===== src/rtl/led_scan_ctrl.sv =====
// led_scan_ctrl: binary-to-BCD converter (sequential double-dabble) feeding a
// time-multiplexed 7-segment digit bus with active-low digit select.
// Handshake: load is a request that is honoured only in IDLE; busy is high
// while a conversion is in flight and done pulses for one cycle when the new
// digits are committed. There is no back-pressure and no queueing.
module led_scan_ctrl #(
   parameter int DIGITS  = 4,
   parameter int BIN_W   = 14,
   parameter int CLK_DIV = 50000
) (
   input  logic              clk,
   input  logic              rst,
   input  logic [BIN_W-1:0]  bin_in,
   input  logic              load,
   output logic              busy,
   output logic              done,
   output logic              overflow,
   output logic [3:0]        digit_value,
   output logic [DIGITS-1:0] digit_sel,
   output logic [1:0]        dbg_state
);

   // One spare nibble above the displayed digits so an out-of-range value
   // leaves a visible non-zero nibble for the overflow check.
   localparam int NIB   = DIGITS + 1;
   localparam int BCD_W = 4 * NIB;
   localparam int CNT_W = (BIN_W > 1) ? $clog2(BIN_W) : 1;
   localparam int DIV_W = (CLK_DIV > 1) ? $clog2(CLK_DIV) : 1;
   localparam int IDX_W = (DIGITS > 1) ? $clog2(DIGITS) : 1;
   localparam int unsigned MAX_VAL = 10**DIGITS - 1;

   typedef enum logic [1:0] {
      S_IDLE   = 2'd0,
      S_SHIFT  = 2'd1,
      S_COMMIT = 2'd2
   } state_t;

   state_t              r_state;
   state_t              w_state_nxt;
   logic [BIN_W-1:0]    r_bin;
   logic [BIN_W-1:0]    r_bin_cap;
   logic [BCD_W-1:0]    r_bcd;
   logic [BCD_W-1:0]    w_adj;
   logic [CNT_W-1:0]    r_bit;
   logic [4*DIGITS-1:0] r_disp;
   logic                r_ovf;
   logic                w_ovf;
   logic [DIV_W-1:0]    r_div;
   logic [IDX_W-1:0]    r_idx;
   logic [IDX_W-1:0]    w_idx_nxt;
   logic                w_wrap;
   logic [4*DIGITS-1:0] w_digits;
   logic                w_nz;
   logic [3:0]          r_val;
   logic [DIGITS-1:0]   r_sel;

   // FSM state register
   always_ff @(posedge clk) begin
      if (rst) r_state <= S_IDLE;
      else     r_state <= w_state_nxt;
   end

   // FSM next-state: IDLE -> SHIFT (BIN_W cycles) -> COMMIT (1 cycle) -> IDLE
   always_comb begin
      w_state_nxt = r_state;
      case (r_state)
         S_IDLE:   if (load) w_state_nxt = S_SHIFT;
         S_SHIFT:  if (r_bit == CNT_W'(BIN_W - 1)) w_state_nxt = S_COMMIT;
         S_COMMIT: w_state_nxt = S_IDLE;
         default:  w_state_nxt = S_IDLE;
      endcase
   end

   // FSM outputs: busy covers SHIFT and COMMIT, done marks the commit cycle
   always_comb begin
      busy      = (r_state != S_IDLE);
      done      = (r_state == S_COMMIT);
      dbg_state = r_state;
   end

   // Add-3 correction of every BCD nibble that would reach >=10 after the shift
   always_comb begin
      w_adj = r_bcd;
      for (int n = 0; n < NIB; n++) begin
         if (r_bcd[4*n +: 4] >= 4'd5) w_adj[4*n +: 4] = r_bcd[4*n +: 4] + 4'd3;
      end
   end

   // Overflow: spare nibble set, or value too large even for the spare nibble
   always_comb begin
      w_ovf = (r_bcd[BCD_W-1 -: 4] != 4'd0) || (32'(r_bin_cap) > MAX_VAL);
   end

   // Conversion datapath and committed display register
   always_ff @(posedge clk) begin
      if (rst) begin
         r_bin     <= '0;
         r_bin_cap <= '0;
         r_bcd     <= '0;
         r_bit     <= '0;
         r_disp    <= '0;
         r_ovf     <= 1'b0;
      end else begin
         case (r_state)
            S_IDLE: begin
               if (load) begin
                  r_bin     <= bin_in;
                  r_bin_cap <= bin_in;
                  r_bcd     <= '0;
                  r_bit     <= '0;
               end
            end
            S_SHIFT: begin
               {r_bcd, r_bin} <= {w_adj, r_bin} << 1;
               r_bit          <= r_bit + CNT_W'(1);
            end
            S_COMMIT: begin
               r_disp <= r_bcd[4*DIGITS-1:0];
               r_ovf  <= w_ovf;
            end
            default: ;
         endcase
      end
   end

   // Per-digit display value with overflow blanking and leading-zero blanking
   always_comb begin
      w_digits = '1;
      w_nz     = 1'b0;
      for (int k = DIGITS - 1; k >= 0; k--) begin
         if (r_disp[4*k +: 4] != 4'd0) w_nz = 1'b1;
         if (r_ovf)                    w_digits[4*k +: 4] = 4'hF;
         else if (k != 0 && !w_nz)     w_digits[4*k +: 4] = 4'hF;
         else                          w_digits[4*k +: 4] = r_disp[4*k +: 4];
      end
   end

   // Next scan index: advances only when the dwell divider wraps
   always_comb begin
      w_wrap    = (r_div == DIV_W'(CLK_DIV - 1));
      w_idx_nxt = r_idx;
      if (w_wrap) w_idx_nxt = (r_idx == IDX_W'(DIGITS - 1)) ? '0 : r_idx + IDX_W'(1);
   end

   // Free-running dwell divider and scan index
   always_ff @(posedge clk) begin
      if (rst) begin
         r_div <= '0;
         r_idx <= '0;
      end else begin
         r_div <= w_wrap ? '0 : r_div + DIV_W'(1);
         r_idx <= w_idx_nxt;
      end
   end

   // Registered digit bus: select and value always change on the same edge
   always_ff @(posedge clk) begin
      if (rst) begin
         r_sel <= ~DIGITS'(1);
         r_val <= 4'd0;
      end else begin
         r_sel <= ~(DIGITS'(1) << w_idx_nxt);
         r_val <= w_digits[4*w_idx_nxt +: 4];
      end
   end

   assign overflow    = r_ovf;
   assign digit_value = r_val;
   assign digit_sel   = r_sel;

endmodule

===== config.mk =====
export PLATFORM = sky130hd
export DESIGN_NAME = led_scan_ctrl
export DESIGN_NICKNAME = d
export VERILOG_FILES = /design/src/rtl/led_scan_ctrl.sv
export SDC_FILE = /design/constraint.sdc
export NUM_CORES = 1
export LEC_CHECK = 0
export BUFFER_PORTS_ARGS = -buffer_cell sky130_fd_sc_hd__buf_2
export CORE_MARGIN = 2
export CORE_UTILIZATION = 45
export DETAILED_ROUTE_END_ITERATION = 8
export PLACE_DENSITY_LB_ADDON = 0.3
export SKIP_CTS_REPAIR_TIMING = 1
export SYNTH_ARGS = -nofsm -noshare
export SYNTH_HDL_FRONTEND = slang
export SYNTH_SLANG_ARGS = --single-unit

===== constraint.sdc =====
create_clock -name clk -period 1.7 [get_ports clk]
set_input_delay 0.255 -clock clk [delete_from_list [all_inputs] [get_ports clk]]
set_output_delay 0.255 -clock clk [all_outputs]
set_load 0.1 [all_outputs]

-- After elaboration in Yosys (flattened, before gate mapping)
Index checks and enable logic that the tools add are counted.
- input port bits: 17
- register bits: 97
- word-level logic and storage cells: 73
- output and inout port bits: 13
- add/sub/neg operators: 8
- mux-type cells: 26
- magnitude comparators: 6
- reductions and logical operators: 12
- shifts and indexed selects: 2
- equal/unequal tests: 7
- bitwise logic cells: 1
- operators by type and width (kind ; count):
    two-way mux 4 bit ; 12
    one-hot mux 20 bit (2 select lines) ; 1
    one-hot mux 14 bit (2 select lines) ; 1
    >= comparator 4 x 3 -> 1 bit (second input constant) ; 5
    two-way mux 20 bit ; 1
    adder 16 x 1 -> 16 bit (second input constant) ; 1
    adder 4 x 2 -> 4 bit (second input constant) ; 4
    == test 16 bit (second input constant) ; 1
    nonzero test 4 bit ; 4
    indexed part select 16 x 5 -> 4 bit ; 1
    greater-than comparator 14 bit (second input constant) ; 1
    two-way mux 14 bit ; 1
    two-way mux 2 bit ; 4
    one-hot mux 4 bit (2 select lines) ; 1
    AND reduction 2 bit ; 3
    adder 4 x 1 -> 4 bit (second input constant) ; 1
    == test 2 bit (second input constant) ; 2
    == test 4 bit (second input constant) ; 1
    inequality test 2 bit (second input constant) ; 2
    inverter 4 bit ; 1
    one-hot mux 2 bit (2 select lines) ; 1
    nonzero test 2 bit ; 2
    << shifter 1 x 2 -> 4 bit (first input constant) ; 1
    adder 3 x 2 -> 3 bit (second input constant) ; 1
    7 further kinds ; 9

-- Longest topological paths before layout
- depth after elaboration: 7
- depth in mapped cells: 7
- depth with buffers taken out: 7

-- Worst setup path before layout
Ideal clock, no wire load.
- path type: reg2reg
- start: register r_state[1], in the netlist dbg_state[1]
- end: register r_disp[10]
- cell stages (with the launch flop): 7
- data required time: 1630 ps
- slack: -1075 ps
- period minus slack after synthesis: 2775 ps
- setup time: 70 ps
- path buffers: 2
- arrival time: 2705 ps
- cells stage by stage: dfxtp_1 -> nand2b_1 -> clkbuf_1 -> clkinv_1 -> clkbuf_1 -> nand2_1 -> a21oi_1
- longest elaborated chain between the ends: 1
- RTL lines (what ; line ; text):
    start: declaration ; 38 ; state_t r_state;
    start signal: assignment ; 60 ; else r_state <= w_state_nxt;
    == test 2 bit ; - ;
    via done ; 16 ; output logic done,
    end signal: assignment ; 118 ; r_disp <= r_bcd[4*DIGITS-1:0];
    end: declaration ; 45 ; logic [4*DIGITS-1:0] r_disp;
The timed path passes the listed nets, and every way through them passes these cells.
A chain may end at the register's enable or synchronous reset.

-- Final worst setup path
- start: register r_div[0]
- end: register r_sel[1], in the netlist digit_sel[1]
- longest elaborated chain between the ends: 4
- RTL lines (what ; line ; text):
    start: declaration ; 48 ; logic [DIV_W-1:0] r_div;
    start signal: assignment ; 151 ; r_div <= w_wrap ? '0 : r_div + DIV_W'(1);
    == test 16 bit ; 140 ; w_wrap = (r_div == DIV_W'(CLK_DIV - 1));
    two-way mux 2 bit ; 142 ; if (w_wrap) w_idx_nxt = (r_idx == IDX_W'(DIGITS - 1)) ? '0 : r_idx + IDX_W'(1);
    << shifter 1 x 2 -> 4 bit ; 162 ; r_sel <= ~(DIGITS'(1) << w_idx_nxt);
    inverter 4 bit ; 162 ;
    end signal: assignment ; 159 ; r_sel <= ~DIGITS'(1);
    end signal: assignment ; 162 ;
    end: declaration ; 55 ; logic [DIGITS-1:0] r_sel;
No other way between the ends.

==> metrics.log <==
INFO  metric outcome = complete, but fails checks
INFO  metric failed_checks = negative setup slack
INFO  metric number_of_failing_setup_endpoints_in_the_final_timing_report = 1
INFO  metric seq_area_frac_synth = 0.456
INFO  metric netSwitchingPower = approximately 0.001 W
INFO  metric worst_hold_path_type = in -> reg
INFO  metric inst_count_dp = roughly 640
INFO  metric cts-root-buf = sky130_fd_sc_hd__clkbuf_8
INFO  metric power.internal = about 0.0030 W
INFO  metric timing.setup.critical_path_class = reg -> reg
INFO  metric io_pins = 30
INFO  metric fin_setup_tns = -0.00374 ns
INFO  metric place_hpwl = around 5700 µm
INFO  metric grt.overflow.total = 0
INFO  metric critical_path.startpoint_type = flip-flop
INFO  metric maxSlewViolCount = 0
INFO  metric irDropWorstVdd = ~0.46 mV
INFO  metric share_of_async_settable_or_async_resettable_flops_after_synthesis = 0
INFO  metric vias_per_std_cell = roughly 5.3
INFO  metric routed.top_layer = met4
INFO  metric critical_path.endpoint_type = flip-flop
INFO  metric syn_area = ~4000 µm²
INFO  metric final_area = just under 5000 µm²
INFO  metric switching_part_of_the_total = 0.245
INFO  metric die_y = approximately 99 µm
INFO  metric cts_tree = done
INFO  metric finalWorstSetupSlack = -0.00374 ns
INFO  metric cts_htree_levels = 3
INFO  metric detailroute.via_count = around 3,400
INFO  metric ys_seq_elements = a little over 90
INFO  metric non_filler_cells_in_the_finished_layout = roughly 660
INFO  metric number_of_antenna_violations_at_the_first_check_in_global_routing = 0
INFO  metric drive_above_1_share = 0.182
INFO  metric tightest_slew = 0.485 ns
INFO  metric clock.fmax = roughly 600 MHz
INFO  metric wirelength_met1 = between 4000 and 5000 µm
INFO  metric crit_family = simple AND/OR/NAND/NOR gates
INFO  metric port_buffers = 29
INFO  metric seq_power_share = 0.562
INFO  metric critical_path_arrival = roughly 2 ns
INFO  metric drc = 0
INFO  metric dominantRegCellSynth = sky130_fd_sc_hd__dfxtp_1
INFO  metric clk_latency = roughly 0.36 ns
INFO  metric relSlewSlack = 0.679
INFO  metric clkPwrFrac = 0.369
INFO  metric number_of_synthesized_flops_with_an_enable_pin = 0
INFO  metric finalHoldViolations = 0
INFO  metric grt_max_degree = between 50 and 60
INFO  metric synthDominantCellAreaShare = 0.456
INFO  metric synthesis.area_per_instance = 8.12 µm²
INFO  metric synth_cells = a little over 500
INFO  metric grt.total_usage = 0.177
INFO  metric cts.reportedPaths.clkPinSlew = about 0.090 ns
INFO  metric combinational_family_with_the_most_area_after_synthesis = simple AND/OR/NAND/NOR gates
INFO  metric max_stage_delay = between 0.3 and 0.4 ns
INFO  metric dpl_cell_area = between 4000 and 5000 µm²
INFO  metric design.final.nets = ~580
INFO  metric critPathSlowestCell = sky130_fd_sc_hd__mux2_4
INFO  metric met3_wirelength = roughly 250 µm
INFO  metric syn_nets = 535
INFO  metric critical_path_buffers_and_inverters = 0
INFO  metric netlist-cell-type-count = 37
INFO  metric synth.top_cells.by_area = sky130_fd_sc_hd__dfxtp_1, sky130_fd_sc_hd__nand2_1, sky130_fd_sc_hd__a21oi_1
INFO  metric critPathMaxFanout = 8
INFO  metric leakage = roughly 1.8 nW
INFO  metric grt_pass1_wl = approximately 15,000 µm
INFO  metric cts-buffers-inserted = 9
INFO  metric cap_violations = 0
INFO  metric ys_top_cells_by_count = sky130_fd_sc_hd__nand2_1, sky130_fd_sc_hd__dfxtp_1, sky130_fd_sc_hd__a21oi_1
INFO  metric synth_mux_area_frac = 0.0282
INFO  metric synth_xor_area_frac = 0.0514
INFO  metric final.setup_skew = 0.00760 ns
INFO  metric routed-wl-met2 = approximately 3900 µm
INFO  metric report.power.total = 0.00401 W
INFO  metric synthMostInstantiatedCell = sky130_fd_sc_hd__nand2_1
INFO  metric synth_adder_area_share = 0.0459
INFO  metric grt_setup_unrepaired = true
INFO  metric grt_pass1_vias = approximately 3,300
INFO  metric clk_path_buf_depth = 2
INFO  metric critical_path_required = between 1.5 and 2 ns
INFO  metric timing.critical_path.cells = ha_4 > and3_4 > nand4_4 > mux2_4 > or3_4
INFO  metric final_antenna_net_count = 0
INFO  metric synth.yosys.warnings = 0
INFO  metric floorplan.rows = 34
INFO  metric yosys.area.top_type = sky130_fd_sc_hd__dfxtp_1
INFO  metric gp_congestion = 0.818
INFO  metric fin_worst_hold_slack = around 0.13 ns
INFO  metric finalWorstPathRequiredPeriod = around 1.7 ns
INFO  metric insertedDiodeCount = 0
INFO  metric design.core.area = 8760 µm²
INFO  metric routed_wirelength = 8260 µm
INFO  metric p_per_area = approximately 840 nW/µm²
INFO  metric tritoncts_num_sinks = slightly above 90
INFO  metric initial_core_util = 0.466
INFO  metric synth_simple_gate_area_share = 0.245
INFO  metric flow.area_growth_from_synthesis = 17.5%
INFO  metric layout_worst_path_cycle_share = 1.00
INFO  metric combinationalPowerShare = 0.069
INFO  metric routed_wire_length_per_instance = around 13 µm
INFO  metric synth_compound_gate_area_share = 0.128
INFO  metric x_dimension_of_the_die = just under 100 µm
INFO  metric dr.first_iter.drc_count = about 140
INFO  metric drt_first_pass_iters = 4
INFO  metric design.die.area = between 9000 and 10,000 µm²
-- routing by layer --
layer | global-route usage | vias to the layer above
met5 | 0 | -
li1 | - | 1777
met2 | 0.304 | 44
met3 | 0.0295 | 7
met1 | 0.221 | 1620
met4 | 0.0738 | 0
-- sequential cells by signal, summed over array words and instances, names as in the netlist --
name / count
r_disp: 16
dbg_state: 2
r_bit: 4
overflow: 1
r_idx: 2
r_bcd: 20
r_bin_cap: 10
r_bin: 14
digit_sel: 4
r_div: 16
digit_value: 4
-- cells in the final DEF (no fill, tap or decap), types with 4 or more instances in the layout --
cell,synthesis,final
sky130_fd_sc_hd__or3_1,4,4
sky130_fd_sc_hd__buf_2,0,28
sky130_fd_sc_hd__o41ai_1,4,4
sky130_fd_sc_hd__nor3_1,14,14
sky130_fd_sc_hd__clkbuf_8,0,10
sky130_fd_sc_hd__mux2i_1,9,9
sky130_fd_sc_hd__dfxtp_1,93,86
sky130_fd_sc_hd__xor2_1,11,11
sky130_fd_sc_hd__and2_1,5,5
sky130_fd_sc_hd__a21oi_1,50,49
sky130_fd_sc_hd__nand2_1,102,102
sky130_fd_sc_hd__xnor2_1,13,13
sky130_fd_sc_hd__nor2_1,42,41
sky130_fd_sc_hd__o21ai_0,13,13
sky130_fd_sc_hd__nand2b_1,8,8
sky130_fd_sc_hd__dfxtp_2,0,5
sky130_fd_sc_hd__ha_1,15,14
sky130_fd_sc_hd__inv_1,18,18
sky130_fd_sc_hd__buf_4,0,27
sky130_fd_sc_hd__nand3_1,28,28
sky130_fd_sc_hd__a31oi_1,18,18
-- worst min-delay path, cell delays in order --
cell and delay, ns:
sky130_fd_sc_hd__buf_2 0.10, sky130_fd_sc_hd__nand2_1 0.04, sky130_fd_sc_hd__a21oi_1 0.05
-- final timing paths --
check | start | endpoint | slack (ns) | cells past startpoint
setup / recovery | r_div[0] | digit_sel[1] | -0.004 | 5
hold / removal | bin_in[0] | r_bin[0] | 0.13 | 3
setup reg to reg | r_div[0] | digit_sel[1] | -0.004 | 5
hold reg to reg | r_div[0] | r_div[0] | 0.45 | 1
-- cell families after synthesis --
kind of cell             after synthesis
buffers and inverters                 48
AO/OA/AOI/OAI                         92
adder cells (fa/ha/maj)               15
XOR/XNOR                              24
AND/OR/NAND/NOR                      220
multiplexers                          11
flip-flops                            93
-- per-stage QoR --
step / utilization / worst slack, ns
6_report: 0.548 / -0.00374
5_1_grt: 0.548 / -0.0658
4_1_cts: 0.539 / -0.0813
3_5_place_dp: 0.517 / -0.0475
3_3_place_gp: 0.517 / 0.0557
2_1_floorplan: - / 0.0606
-- layout make-up --
cell class,count,area [µm²]
Inverter,19,72.6
Timing Repair Buffer,59,402
Clock buffer,10,138
Tap cell,108,135
Fill cell,811,3960
Multi-Input combinational cell,362,2120
Clock inverter,5,57.6
Sequential cell,93,1880
-- power by group through the flow --
stage               registers, W  logic (W)  clock network [W]
finish                   0.00226   0.000278            0.00148
global route             0.00226   0.000311            0.00159
CTS                      0.00226   0.000279            0.00151
detailed placement       0.00231   0.000278                  0
global placement         0.00230   0.000274                  0
floorplan                0.00232   0.000179                  0
Note: power is estimated with default switching activity, not from simulation.
